**src/rtl/redmule_tile_pkg.sv**
```systemverilog
// rtl/redmule_tile_pkg.sv - shared job/channel types and width defaults for the tile DMA job dispatcher
package redmule_tile_pkg;

    localparam int unsigned IDMA_ADDR_W = 32;
    localparam int unsigned IDMA_LEN_W  = 32;
    localparam int unsigned IDMA_ID_W   = 8;

    typedef enum logic [1:0] {
        IDMA_CH_IDLE  = 2'd0,
        IDMA_CH_ISSUE = 2'd1,
        IDMA_CH_WAIT  = 2'd2
    } idma_ch_state_e;

    typedef struct packed {
        logic [IDMA_ADDR_W-1:0] src;
        logic [IDMA_ADDR_W-1:0] dst;
        logic [IDMA_LEN_W-1:0]  len;
        logic                   dir;
        logic [IDMA_ID_W-1:0]   id;
    } idma_job_t;

endpackage

```
**src/rtl/idma_job_fifo.sv**
```systemverilog
// rtl/idma_job_fifo.sv - synchronous job FIFO with flush, full/empty and usage outputs
module idma_job_fifo
    import redmule_tile_pkg::*;
#(
    parameter int unsigned DEPTH = 4,
    parameter type         job_t = idma_job_t
) (
    input  logic                       clk_i,
    input  logic                       rst_i,
    input  logic                       flush_i,
    input  logic                       push_i,
    input  job_t                       data_i,
    input  logic                       pop_i,
    output job_t                       data_o,
    output logic                       full_o,
    output logic                       empty_o,
    output logic [$clog2(DEPTH+1)-1:0] usage_o
);

    localparam int unsigned PTR_W = $clog2(DEPTH);
    localparam int unsigned CNT_W = $clog2(DEPTH+1);

    job_t             mem_q [DEPTH];
    logic [PTR_W-1:0] wptr_q;
    logic [PTR_W-1:0] rptr_q;
    logic [CNT_W-1:0] cnt_q;
    logic             do_push;
    logic             do_pop;

    // Flush wins over both push and pop in the same cycle.
    assign do_push = push_i && !full_o && !flush_i;
    assign do_pop  = pop_i && !empty_o && !flush_i;

    assign full_o  = (cnt_q == CNT_W'(DEPTH));
    assign empty_o = (cnt_q == '0);
    assign usage_o = cnt_q;
    assign data_o  = mem_q[rptr_q];

    always_ff @(posedge clk_i) begin
        if (rst_i || flush_i) begin
            wptr_q <= '0;
            rptr_q <= '0;
            cnt_q  <= '0;
        end else begin
            if (do_push) begin
                wptr_q <= wptr_q + PTR_W'(1);
            end
            if (do_pop) begin
                rptr_q <= rptr_q + PTR_W'(1);
            end
            cnt_q <= cnt_q + CNT_W'(do_push) - CNT_W'(do_pop);
        end
    end

    always_ff @(posedge clk_i) begin
        if (do_push) begin
            mem_q[wptr_q] <= data_i;
        end
    end

endmodule

```
**src/rtl/idma_job_dispatcher.sv**
```systemverilog
// rtl/idma_job_dispatcher.sv - in-order iDMA job queue feeding the AXI2OBI and OBI2AXI channels
// Optional busy-cycle counters when IDMA_JOB_DISPATCH_PERF_EN is defined.
module idma_job_dispatcher
    import redmule_tile_pkg::*;
#(
    parameter int unsigned QUEUE_DEPTH = 4,
    parameter int unsigned ADDR_W      = IDMA_ADDR_W,
    parameter int unsigned LEN_W       = IDMA_LEN_W,
    parameter int unsigned ID_W        = IDMA_ID_W
) (
    input  logic                             clk_i,
    input  logic                             rst_i,
    input  logic                             clear_i,
    input  logic                             job_valid_i,
    output logic                             job_ready_o,
    input  logic                             job_dir_i,
    input  logic [ADDR_W-1:0]                job_src_i,
    input  logic [ADDR_W-1:0]                job_dst_i,
    input  logic [LEN_W-1:0]                 job_len_i,
    output logic [ID_W-1:0]                  job_id_o,
    output logic                             a2o_valid_o,
    input  logic                             a2o_ready_i,
    output logic [ADDR_W-1:0]                a2o_src_o,
    output logic [ADDR_W-1:0]                a2o_dst_o,
    output logic [LEN_W-1:0]                 a2o_len_o,
    input  logic                             a2o_done_i,
    input  logic                             a2o_error_i,
    output logic                             a2o_cpl_o,
    output logic [ID_W-1:0]                  a2o_cpl_id_o,
    output logic                             a2o_cpl_err_o,
    output logic                             o2a_valid_o,
    input  logic                             o2a_ready_i,
    output logic [ADDR_W-1:0]                o2a_src_o,
    output logic [ADDR_W-1:0]                o2a_dst_o,
    output logic [LEN_W-1:0]                 o2a_len_o,
    input  logic                             o2a_done_i,
    input  logic                             o2a_error_i,
    output logic                             o2a_cpl_o,
    output logic [ID_W-1:0]                  o2a_cpl_id_o,
    output logic                             o2a_cpl_err_o,
`ifdef IDMA_JOB_DISPATCH_PERF_EN
    output logic [31:0]                      a2o_busy_cnt_o,
    output logic [31:0]                      o2a_busy_cnt_o,
`endif
    output logic [$clog2(QUEUE_DEPTH+1)-1:0] pending_o,
    output logic                             idle_o
);

    localparam logic [1:0] ST_IDLE  = IDMA_CH_IDLE;
    localparam logic [1:0] ST_ISSUE = IDMA_CH_ISSUE;
    localparam logic [1:0] ST_WAIT  = IDMA_CH_WAIT;

    typedef struct packed {
        logic [ADDR_W-1:0] src;
        logic [ADDR_W-1:0] dst;
        logic [LEN_W-1:0]  len;
        logic              dir;
        logic [ID_W-1:0]   id;
    } job_t;

    job_t            push_job;
    job_t            head;
    logic            fifo_full;
    logic            fifo_empty;
    logic            accept;
    logic [ID_W-1:0] id_q;

    logic [1:0]             ch_pop;
    logic [1:0]             ch_idle;
    logic [1:0]             ch_valid;
    logic [1:0]             ch_cpl;
    logic [1:0]             ch_cpl_err;
    logic [1:0][ID_W-1:0]   ch_cpl_id;
    logic [1:0][ADDR_W-1:0] ch_src;
    logic [1:0][ADDR_W-1:0] ch_dst;
    logic [1:0][LEN_W-1:0]  ch_len;
    logic [1:0]             ch_ready;
    logic [1:0]             ch_done;
    logic [1:0]             ch_error;
`ifdef IDMA_JOB_DISPATCH_PERF_EN
    logic [1:0][31:0]       ch_busy;
`endif

    assign ch_ready = {o2a_ready_i, a2o_ready_i};
    assign ch_done  = {o2a_done_i,  a2o_done_i};
    assign ch_error = {o2a_error_i, a2o_error_i};

    assign job_ready_o = !fifo_full;
    assign job_id_o    = id_q;
    // A push coinciding with clear is dropped and does not consume an ID.
    assign accept      = job_valid_i && !fifo_full && !clear_i;

    assign push_job.src = job_src_i;
    assign push_job.dst = job_dst_i;
    assign push_job.len = job_len_i;
    assign push_job.dir = job_dir_i;
    assign push_job.id  = id_q;

    always_ff @(posedge clk_i) begin
        if (rst_i) begin
            id_q <= '0;
        end else if (accept) begin
            id_q <= id_q + ID_W'(1);
        end
    end

    idma_job_fifo #(
        .DEPTH (QUEUE_DEPTH),
        .job_t (job_t)
    ) u_fifo (
        .clk_i   (clk_i),
        .rst_i   (rst_i),
        .flush_i (clear_i),
        .push_i  (accept),
        .data_i  (push_job),
        .pop_i   (|ch_pop),
        .data_o  (head),
        .full_o  (fifo_full),
        .empty_o (fifo_empty),
        .usage_o (pending_o)
    );

    for (genvar c = 0; c < 2; c++) begin : g_ch
        logic [1:0]        state_q;
        logic [ADDR_W-1:0] src_q;
        logic [ADDR_W-1:0] dst_q;
        logic [LEN_W-1:0]  len_q;
        logic [ID_W-1:0]   id_q;
        logic              cpl_q;
        logic              cpl_err_q;
        logic [ID_W-1:0]   cpl_id_q;

        // Only the channel matching the head direction may pop, so pops never collide.
        assign ch_pop[c] = (state_q == ST_IDLE) && !fifo_empty && (head.dir == 1'(c)) && !clear_i;

        always_ff @(posedge clk_i) begin
            if (rst_i) begin
                state_q   <= ST_IDLE;
                src_q     <= '0;
                dst_q     <= '0;
                len_q     <= '0;
                id_q      <= '0;
                cpl_q     <= 1'b0;
                cpl_err_q <= 1'b0;
                cpl_id_q  <= '0;
            end else begin
                cpl_q <= 1'b0;
                case (state_q)
                    ST_IDLE: begin
                        if (ch_pop[c]) begin
                            if (head.len != '0) begin
                                state_q <= ST_ISSUE;
                                src_q   <= head.src;
                                dst_q   <= head.dst;
                                len_q   <= head.len;
                                id_q    <= head.id;
                            end else begin
                                // Zero-length jobs complete locally without touching the channel.
                                cpl_q     <= 1'b1;
                                cpl_id_q  <= head.id;
                                cpl_err_q <= 1'b0;
                            end
                        end
                    end
                    ST_ISSUE: begin
                        if (ch_ready[c]) begin
                            state_q <= ST_WAIT;
                        end
                    end
                    ST_WAIT: begin
                        if (ch_done[c]) begin
                            state_q   <= ST_IDLE;
                            cpl_q     <= 1'b1;
                            cpl_id_q  <= id_q;
                            cpl_err_q <= ch_error[c];
                        end
                    end
                    default: state_q <= ST_IDLE;
                endcase
            end
        end

        assign ch_idle[c]    = (state_q == ST_IDLE);
        assign ch_valid[c]   = (state_q == ST_ISSUE);
        assign ch_src[c]     = src_q;
        assign ch_dst[c]     = dst_q;
        assign ch_len[c]     = len_q;
        assign ch_cpl[c]     = cpl_q;
        assign ch_cpl_id[c]  = cpl_id_q;
        assign ch_cpl_err[c] = cpl_err_q;

`ifdef IDMA_JOB_DISPATCH_PERF_EN
        logic [31:0] busy_q;

        always_ff @(posedge clk_i) begin
            if (rst_i) begin
                busy_q <= '0;
            end else if ((state_q != ST_IDLE) && (busy_q != 32'hFFFF_FFFF)) begin
                busy_q <= busy_q + 32'd1;
            end
        end

        assign ch_busy[c] = busy_q;
`endif
    end

    assign idle_o = fifo_empty && (&ch_idle);

    assign a2o_valid_o   = ch_valid[0];
    assign a2o_src_o     = ch_src[0];
    assign a2o_dst_o     = ch_dst[0];
    assign a2o_len_o     = ch_len[0];
    assign a2o_cpl_o     = ch_cpl[0];
    assign a2o_cpl_id_o  = ch_cpl_id[0];
    assign a2o_cpl_err_o = ch_cpl_err[0];

    assign o2a_valid_o   = ch_valid[1];
    assign o2a_src_o     = ch_src[1];
    assign o2a_dst_o     = ch_dst[1];
    assign o2a_len_o     = ch_len[1];
    assign o2a_cpl_o     = ch_cpl[1];
    assign o2a_cpl_id_o  = ch_cpl_id[1];
    assign o2a_cpl_err_o = ch_cpl_err[1];

`ifdef IDMA_JOB_DISPATCH_PERF_EN
    assign a2o_busy_cnt_o = ch_busy[0];
    assign o2a_busy_cnt_o = ch_busy[1];
`endif

endmodule

```
**config.mk**
```make
export PLATFORM = sky130hd
export DESIGN_NAME = idma_job_dispatcher
export DESIGN_NICKNAME = d
export VERILOG_FILES = /design/src/rtl/redmule_tile_pkg.sv /design/src/rtl/idma_job_fifo.sv /design/src/rtl/idma_job_dispatcher.sv
export SDC_FILE = /design/constraint.sdc
export NUM_CORES = 1
export LEC_CHECK = 0
export CAP_MARGIN = 25
export CORE_MARGIN = 2
export CORE_UTILIZATION = 59
export CTS_CLUSTER_SIZE = 14
export DETAILED_ROUTE_END_ITERATION = 8
export PLACE_DENSITY = 0.93
export SLEW_MARGIN = 20
export SYNTH_ARGS = -nofsm -noshare
export SYNTH_HDL_FRONTEND = slang
export SYNTH_SLANG_ARGS = --single-unit
```
**constraint.sdc**
```tcl
create_clock -name clk_i -period 15.5 [get_ports clk_i]
set_input_delay 3.875 -clock clk_i [delete_from_list [all_inputs] [get_ports clk_i]]
set_output_delay 3.875 -clock clk_i [all_outputs]
set_load 0.005 [all_outputs]
```
==> out/summary.txt, run 1 <==
Routed wire per std cell: 23.6 µm
Clock Latency Late Sink: 0.61 ns
Area leader, netlist: edfxtp_1
Count of flip-flops with a built-in enable after synthesis: 420
Worst hold path class: flop to flop
DRT antenna net count: 0
Hold slack final: 0.456 ns
DRT Wirelength: 59100 µm
Floorplan die area: 44200 µm²
Series of cell instances along the critical path: clkdlybuf4s50_1, nor3_2, and2_4, buf_4
Most area-consuming cells after synthesis: edfxtp_1 (50%), dfxtp_1 (20%), mux4_2 (9.4%)
Kind of critical path: input pin to flop
Share of Yosys cell area claimed by the top area cell type: 50.2%
Detailed router's first-iteration violation count: 1337
Share of the cycle needed by the critical path after routing: 43.0%
Run status: finished clean
Proportion of layout cells with a drive suffix above 1: 11.6%
Overall via count from detail_route: 14794
Number of H-tree levels: 2
Largest fanout of any net on the critical path: 58
Met2 WL post-DR: 29600 µm
Total CTS buffers: 61
Top-Level Pins: 334
Final worst clock skew: 0.0139 ns
Clock tree from TritonCTS: yes
Root Buffer: clkbuf_16
Count of hold-fix buffers inserted at cts: 0
Post-CTS Repair Setup Buffers: 0
Number of buffers on the longest clock path: 3
Number of nets produced by synthesis: 1713
Sink Count: 669
Actual transition at the worst max-transition pin: 0.999 ns
Final max-slew violation count: 0
Worst relative slew slack: 33.4%
Max VDD drop: 91.6 µV
Register bit count reported by yosys: 669
Setup repair after global routing missed its margin: no
Number of buffers added on ports: 333
Core Util, Final: 73.2%
Hold Violations, Final: 0
Filler Cell Count: 2406
Minimum setup slack after placement: 7.95 ns
GRT overflow: 0
Setup Viol. Count Final: 0
Starting density of the core: 59.8%
Number of design rule violations left after detail routing: 0
Length of the first detailed-routing pass in iterations: 6
Antenna violations before repair: 9
Die X-Extent: 210 µm
Number of cells upsized or downsized after cts: 0
Cell area after synthesis: 25100 µm²
Cell count after placement: 2389
Portion of the post-synthesis area used by sequential elements: 70.1%
CP max stage delay: 0.81 ns
Total of warnings raised by yosys: 0
Worst endpoint required time: 15.73 ns
Per-instance average area after synthesis: 15.7 µm²
Vias in the first global route: 15348
Maximum operating frequency: 0.150 GHz
HPWL after detailed placement: 37200 µm
Least setup slack across all paths after layout: 8.84 ns
Data arrival at the endpoint of the critical path: 6.89 ns
Kind of start point of the critical path: input pin
Ratio of routed vias to standard cells: 5.90
Endpoint class of the critical path: flop
Dominant synthesized flop cell: edfxtp_1
Clock period minus worst slack: 6.66 ns
Largest delay share family, worst path: simple AND/OR/NAND/NOR gates
Weighted congestion at the end of routability-driven global placement: 0.834
Synthesized instance count: 1598
Layout overhead on the synthesized area: 22.4%
Chip height: 210 µm
GRT Overall Usage: 26.8%
Bufs and invs on worst path: 2
Setup Total Neg Slack: 0 ns
Maximum capacitance violations: 0
CORE AREA: 41900 µm²
Pin count of the biggest net entering global routing: 202
Routed length on met3: 4290 µm
Global-route wire length before repair: 89600 µm
Pleak: 11.5 nW
Cell variety after synth: 48
Rows: 75
Nets: 2029
Cell Pwr Density: 119 nW/µm²
Share of flip-flops with an asynchronous set or reset after synthesis: 0%
Length of routed wiring on met1: 22300 µm
Critical Path Slowest Stage Cell: buf_4
Highest metal layer used by the detailed router: met5
Count of placed standard cells in the final layout, fillers left out: 2508
Clk pin slew, worst setup/hold paths: 0.06 ns
[final cells by class]
| cell class | instances | area [µm²] | area share, % |
|---|---|---|---|
| Sequential cell | 669 | 17600 | 57.3 |
| Multi-Input combinational cell | 823 | 6980 | 22.7 |
| Timing Repair Buffer | 348 | 3490 | 11.4 |
| Clock buffer | 92 | 1760 | 5.74 |
| Tap cell | 539 | 674 | 2.20 |
| Clock inverter | 21 | 140 | 0.456 |
| Inverter | 11 | 48.8 | 0.159 |
| Antenna cell | 5 | 12.5 | 0.0407 |
[registers in the layout (all words and copies together) (netlist names), 16 cells and up, named ones only]
register      count
g_ch.id_q        16
o2a_src_o        32
a2o_len_o        32
a2o_src_o        32
o2a_dst_o        32
o2a_len_o        32
a2o_dst_o        32
u_fifo.mem_q    420
[synthesized netlist by cell type, types with 5 or more instances]
| cell type | n |
|---|---|
| edfxtp_1 | 420 |
| nand2_1 | 319 |
| dfxtp_1 | 249 |
| mux2i_1 | 225 |
| mux4_2 | 105 |
| clkbuf_1 | 56 |
| nor2_1 | 49 |
| buf_2 | 16 |
| nand3_1 | 13 |
| nand4_1 | 13 |
| buf_4 | 11 |
| nor4_1 | 11 |
| inv_1 | 10 |
| nor2b_1 | 10 |
| buf_6 | 9 |
| o2111ai_1 | 8 |
| o221a_1 | 8 |
| ha_1 | 7 |
| xnor2_1 | 6 |
| a21oi_1 | 5 |
| and2_1 | 5 |
| xor2_1 | 5 |
[placed cells by master, fill, tap and decap left out, types with 2 or more instances in the layout]
cell type,Yosys,final
o2111ai_1,8,8
or2_2,2,2
diode_2,0,5
clkinv_2,0,10
o221a_1,8,8
edfxtp_1,420,420
nand3_1,13,13
a21oi_1,5,5
inv_4,0,4
buf_16,0,2
dfxtp_4,0,2
clkinv_1,0,3
clkbuf_16,0,62
mux2i_1,225,225
clkbuf_1,56,20
clkinvlp_4,0,2
nand2b_1,3,3
nor2b_1,10,10
buf_4,11,12
and2_4,0,4
clkdlybuf4s50_1,0,333
mux4_2,105,105
nor3b_1,3,3
and4_1,2,2
ha_1,7,7
nor2_1,49,49
nor3_1,4,3
clkbuf_8,0,10
inv_1,10,10
and3_1,3,3
xor2_1,5,5
nand2_1,319,319
nor4_1,11,11
nand4_1,13,13
dfxtp_1,249,247
xnor2_1,6,6
[worst reg2reg max path: cells and delay by family, from the launching register on]
kind	cells	cell delay, ns
compound gates	1	0.57
simple gates	2	1.35
mux	2	1.04
buf+inv	4	2.44
flops	1	0.61
[per-layer routing]
metal / vias to the layer above / track usage [%]
met5: - / 0
met4: 8 / 13.5
met3: 157 / 5.42
met2: 620 / 44.1
met1: 7432 / 34.3
li1: 6577 / -
[logic make-up (layout without fill, tap and decap cells)]
kind of cell | Yosys count | after routing | share of synthesized area (%)
DFF | 669 | 669 | 70.1
and+or+nand+nor | 442 | 442 | 7.36
muxes | 330 | 330 | 18.4
buffers and inverters | 106 | 472 | 2.23
AOI/OAI and AO/OA | 32 | 32 | 1.12
xor gates and xnor gates | 11 | 11 | 0.384
adders and majority gates | 8 | 8 | 0.429
other | 0 | 5 | 0
[path summary, 6_finish.rpt]
kind,start,end,slack [ns],depth (start not counted)
setup / recovery,clear_i,u_fifo.mem_q[0][98],8.84,4
hold / removal,a2o_dst_o[17],a2o_dst_o[17],0.46,2
setup reg to reg,flop,a2o_src_o[1],9.39,9
hold reg to reg,a2o_dst_o[17],a2o_dst_o[17],0.46,2
[stage by stage]
stage | cell area (µm²) | power (mW)
2_1_floorplan | 25100 | 2.13
3_3_place_gp | 28700 | 2.24
3_5_place_dp | 28800 | 2.25
4_1_cts | 30700 | 3.67
5_1_grt | 30700 | 3.76
6_report | 30700 | 3.65
[report_power, final]
part	internal, mW	switching, mW	total, mW
registers	1.94	0.0237	1.96
logic	0.127	0.131	0.258
clock network	0.801	0.629	1.43
total	2.87	0.784	3.65
Power figures use the tool's default switching activity.
==> inputs of run 2 (changes only) <==
--- a/config.mk
+++ b/config.mk
@@ -7,10 +7,10 @@
 export LEC_CHECK = 0
 export CAP_MARGIN = 25
 export CORE_MARGIN = 2
-export CORE_UTILIZATION = 59
+export CORE_UTILIZATION = 49
 export CTS_CLUSTER_SIZE = 14
 export DETAILED_ROUTE_END_ITERATION = 8
-export PLACE_DENSITY = 0.93
+export PLACE_DENSITY = 0.83
 export SLEW_MARGIN = 20
 export SYNTH_ARGS = -nofsm -noshare
 export SYNTH_HDL_FRONTEND = slang
==> constraint.sdc (replaced) <==
create_clock -name clk_i -period 5.99 [get_ports clk_i]
set_input_delay 1.4975 -clock clk_i [delete_from_list [all_inputs] [get_ports clk_i]]
set_output_delay 1.4975 -clock clk_i [all_outputs]
set_load 0.005 [all_outputs]
==> out/summary.txt, run 2 (same netlist as run 1, synthesis figures left out) <==
Count of hold-fix buffers inserted at cts: 0 (unchanged)
Rows: 82 (+9.3%)
Placed Instance Area: 29000 µm² (+0.93%)
HPWL after detailed placement: 36700 µm (-1.3%)
Kind of critical path: flop to flop
Weighted congestion at the end of routability-driven global placement: 0.798 (-4.3%)
Nets: 2041 (+0.59%)
Flip-flop count of the largest register after layout: 420 (unchanged)
Pleak: 11.7 nW (+1.9%)
Cell area after layout: 31300 µm² (+2.0%)
Root Buffer: clkbuf_16
Largest fanout of any net on the critical path: 43 (-26%)
Kind of start point of the critical path: flop
Routed wire per std cell: 21.8 µm (-7.4%)
Commonest non-fill, non-tap cells in the layout: edfxtp_1 (420), clkdlybuf4s50_1 (333), nand2_1 (319)
Setup Total Neg Slack: 0 ns (unchanged)
Length of the first detailed-routing pass in iterations: 6 (unchanged)
Number of cells upsized or downsized after cts: 0 (unchanged)
Floorplan die area: 53100 µm² (+20%)
Antenna violations before repair: 3 (-6)
Global-route wire length before repair: 88400 µm (-1.4%)
Detailed router's first-iteration violation count: 1199 (-10%)
Max VDD drop: 201 µV (+120%)
Chip height: 230 µm (+9.5%)
Number of H-tree levels: 3 (+1)
Run status: finished clean
Data arrival at the endpoint of the critical path: 4.74 ns (-2.15 ns)
Final max-slew violation count: 0 (unchanged)
Ratio of routed vias to standard cells: 5.48 (-7.2%)
Sink Count: 669 (unchanged)
Cell Pwr Density: 319 nW/µm² (+170%)
Total CTS buffers: 68 (+11%)
Actual transition at the worst max-transition pin: 0.904 ns (-0.0944 ns)
Die X-Extent: 230 µm (+9.5%)
Clk pin slew, worst setup/hold paths: 0.06 ns (about the same)
Number of buffers on the longest clock path: 3 (unchanged)
Vias in the first global route: 15100 (-1.6%)
Register with the most flip-flops: u_fifo.mem_q
CORE AREA: 50400 µm² (+20%)
DRT antenna net count: 0 (unchanged)
Endpoint class of the critical path: flop
GRT Overall Usage: 21.8% (-5.0 points)
Starting density of the core: 49.8% (-10 points)
Maximum operating frequency: 0.236 GHz
Overall via count from detail_route: 14550 (-1.6%)
Clock tree from TritonCTS: yes
Worst endpoint required time: 6.49 ns (-9.24 ns)
Layout overhead on the synthesized area: 24.7%
Number of buffers added on ports: 333 (unchanged)
Post-CTS Repair Setup Buffers: 0 (unchanged)
Hold Violations, Final: 0 (unchanged)
GRT overflow: 0 (unchanged)
Commonest non-fill, non-tap cell in the layout: edfxtp_1
Top-Level Pins: 334 (unchanged)
Setup repair after global routing missed its margin: no
Setup Viol. Count Final: 0 (unchanged)
DRT Wirelength: 58000 µm (-1.9%)
Number of design rule violations left after detail routing: 0 (unchanged)
Pin count of the biggest net entering global routing: 202 (unchanged)
Maximum capacitance violations: 0 (unchanged)
Clock period minus worst slack: 4.24 ns
Worst hold path class: flop to flop
Clock Latency Late Sink: 0.60 ns (about the same)
Final worst clock skew: 0.0282 ns (+0.0144 ns)
Worst relative slew slack: 39.7% (+6.3 points)
Proportion of layout cells with a drive suffix above 1: 12.7% (+1.1 points)
Share of the cycle needed by the critical path after routing: 70.8%
==> run 2: layer usage <==
metal  track usage (%)  wire, µm  share of wire [%]  vias to the layer above
met5                 0        13              0.022                        -
met4              8.33      1640                2.8                        2
met3              4.52      3490                6.0                       97
met2              36.4     29300                 51                      473
met1              28.1     23500                 41                     7371
li1                  -         -                  -                     6607
==> run 2: power by group <==
group          internal, mW  switching, mW  total [mW]
registers              5.02         0.0633        5.08
clock network          2.50           1.74        4.24
logic                 0.329          0.325       0.654
==> run 2: final timing paths <==
path	startpoint	endpoint	slack (ns)	depth (start not counted)
worst max-delay path	flop	a2o_dst_o[2]	1.75	6
worst min-delay path	o2a_dst_o[11]	o2a_dst_o[11]	0.46	2
worst max register to register	flop	a2o_dst_o[2]	1.75	6
worst min register to register	o2a_dst_o[11]	o2a_dst_o[11]	0.46	2
==> run 2: cell type report <==
| type | count | area [µm²] |
|---|---|---|
| fill | 3534 | 19100 |
| multi-input combinational | 823 | 6980 |
| clock inverter | 38 | 352 |
| tap | 672 | 841 |
| inverter | 11 | 53.8 |
| clock buffer | 88 | 1920 |
| timing repair buffer | 353 | 3560 |
| sequential | 669 | 17600 |
| antenna | 3 | 7.51 |
==> run 2: stage by stage <==
| stage | hold slack [ns] | cells | power [mW] | utilization (%) | setup WS [ns] |
|---|---|---|---|---|---|
| 3_3_place_gp | 0.445 | 2528 | 5.80 | 57.6 | 1.75 |
| 3_5_place_dp | 0.452 | 2528 | 5.83 | 57.6 | 1.69 |
| 6_report | 0.458 | 2657 | 9.98 | 62.2 | 1.75 |
| 4_1_cts | 0.460 | 2654 | 10.1 | 62.1 | 1.69 |
| 2_1_floorplan | 0.438 | 1598 | 5.51 | - | 0.823 |
| 5_1_grt | 0.479 | 2656 | 10.3 | 62.2 | 1.43 |
==> run 2: worst max-delay path, stage by stage (launching register included) <==
cell and delay (ns):
dfxtp_4 0.89, mux4_2 0.64, nor4_1 0.49, nand4_1 0.69
o21ai_4 0.41, buf_4 0.63, mux2i_1 0.29
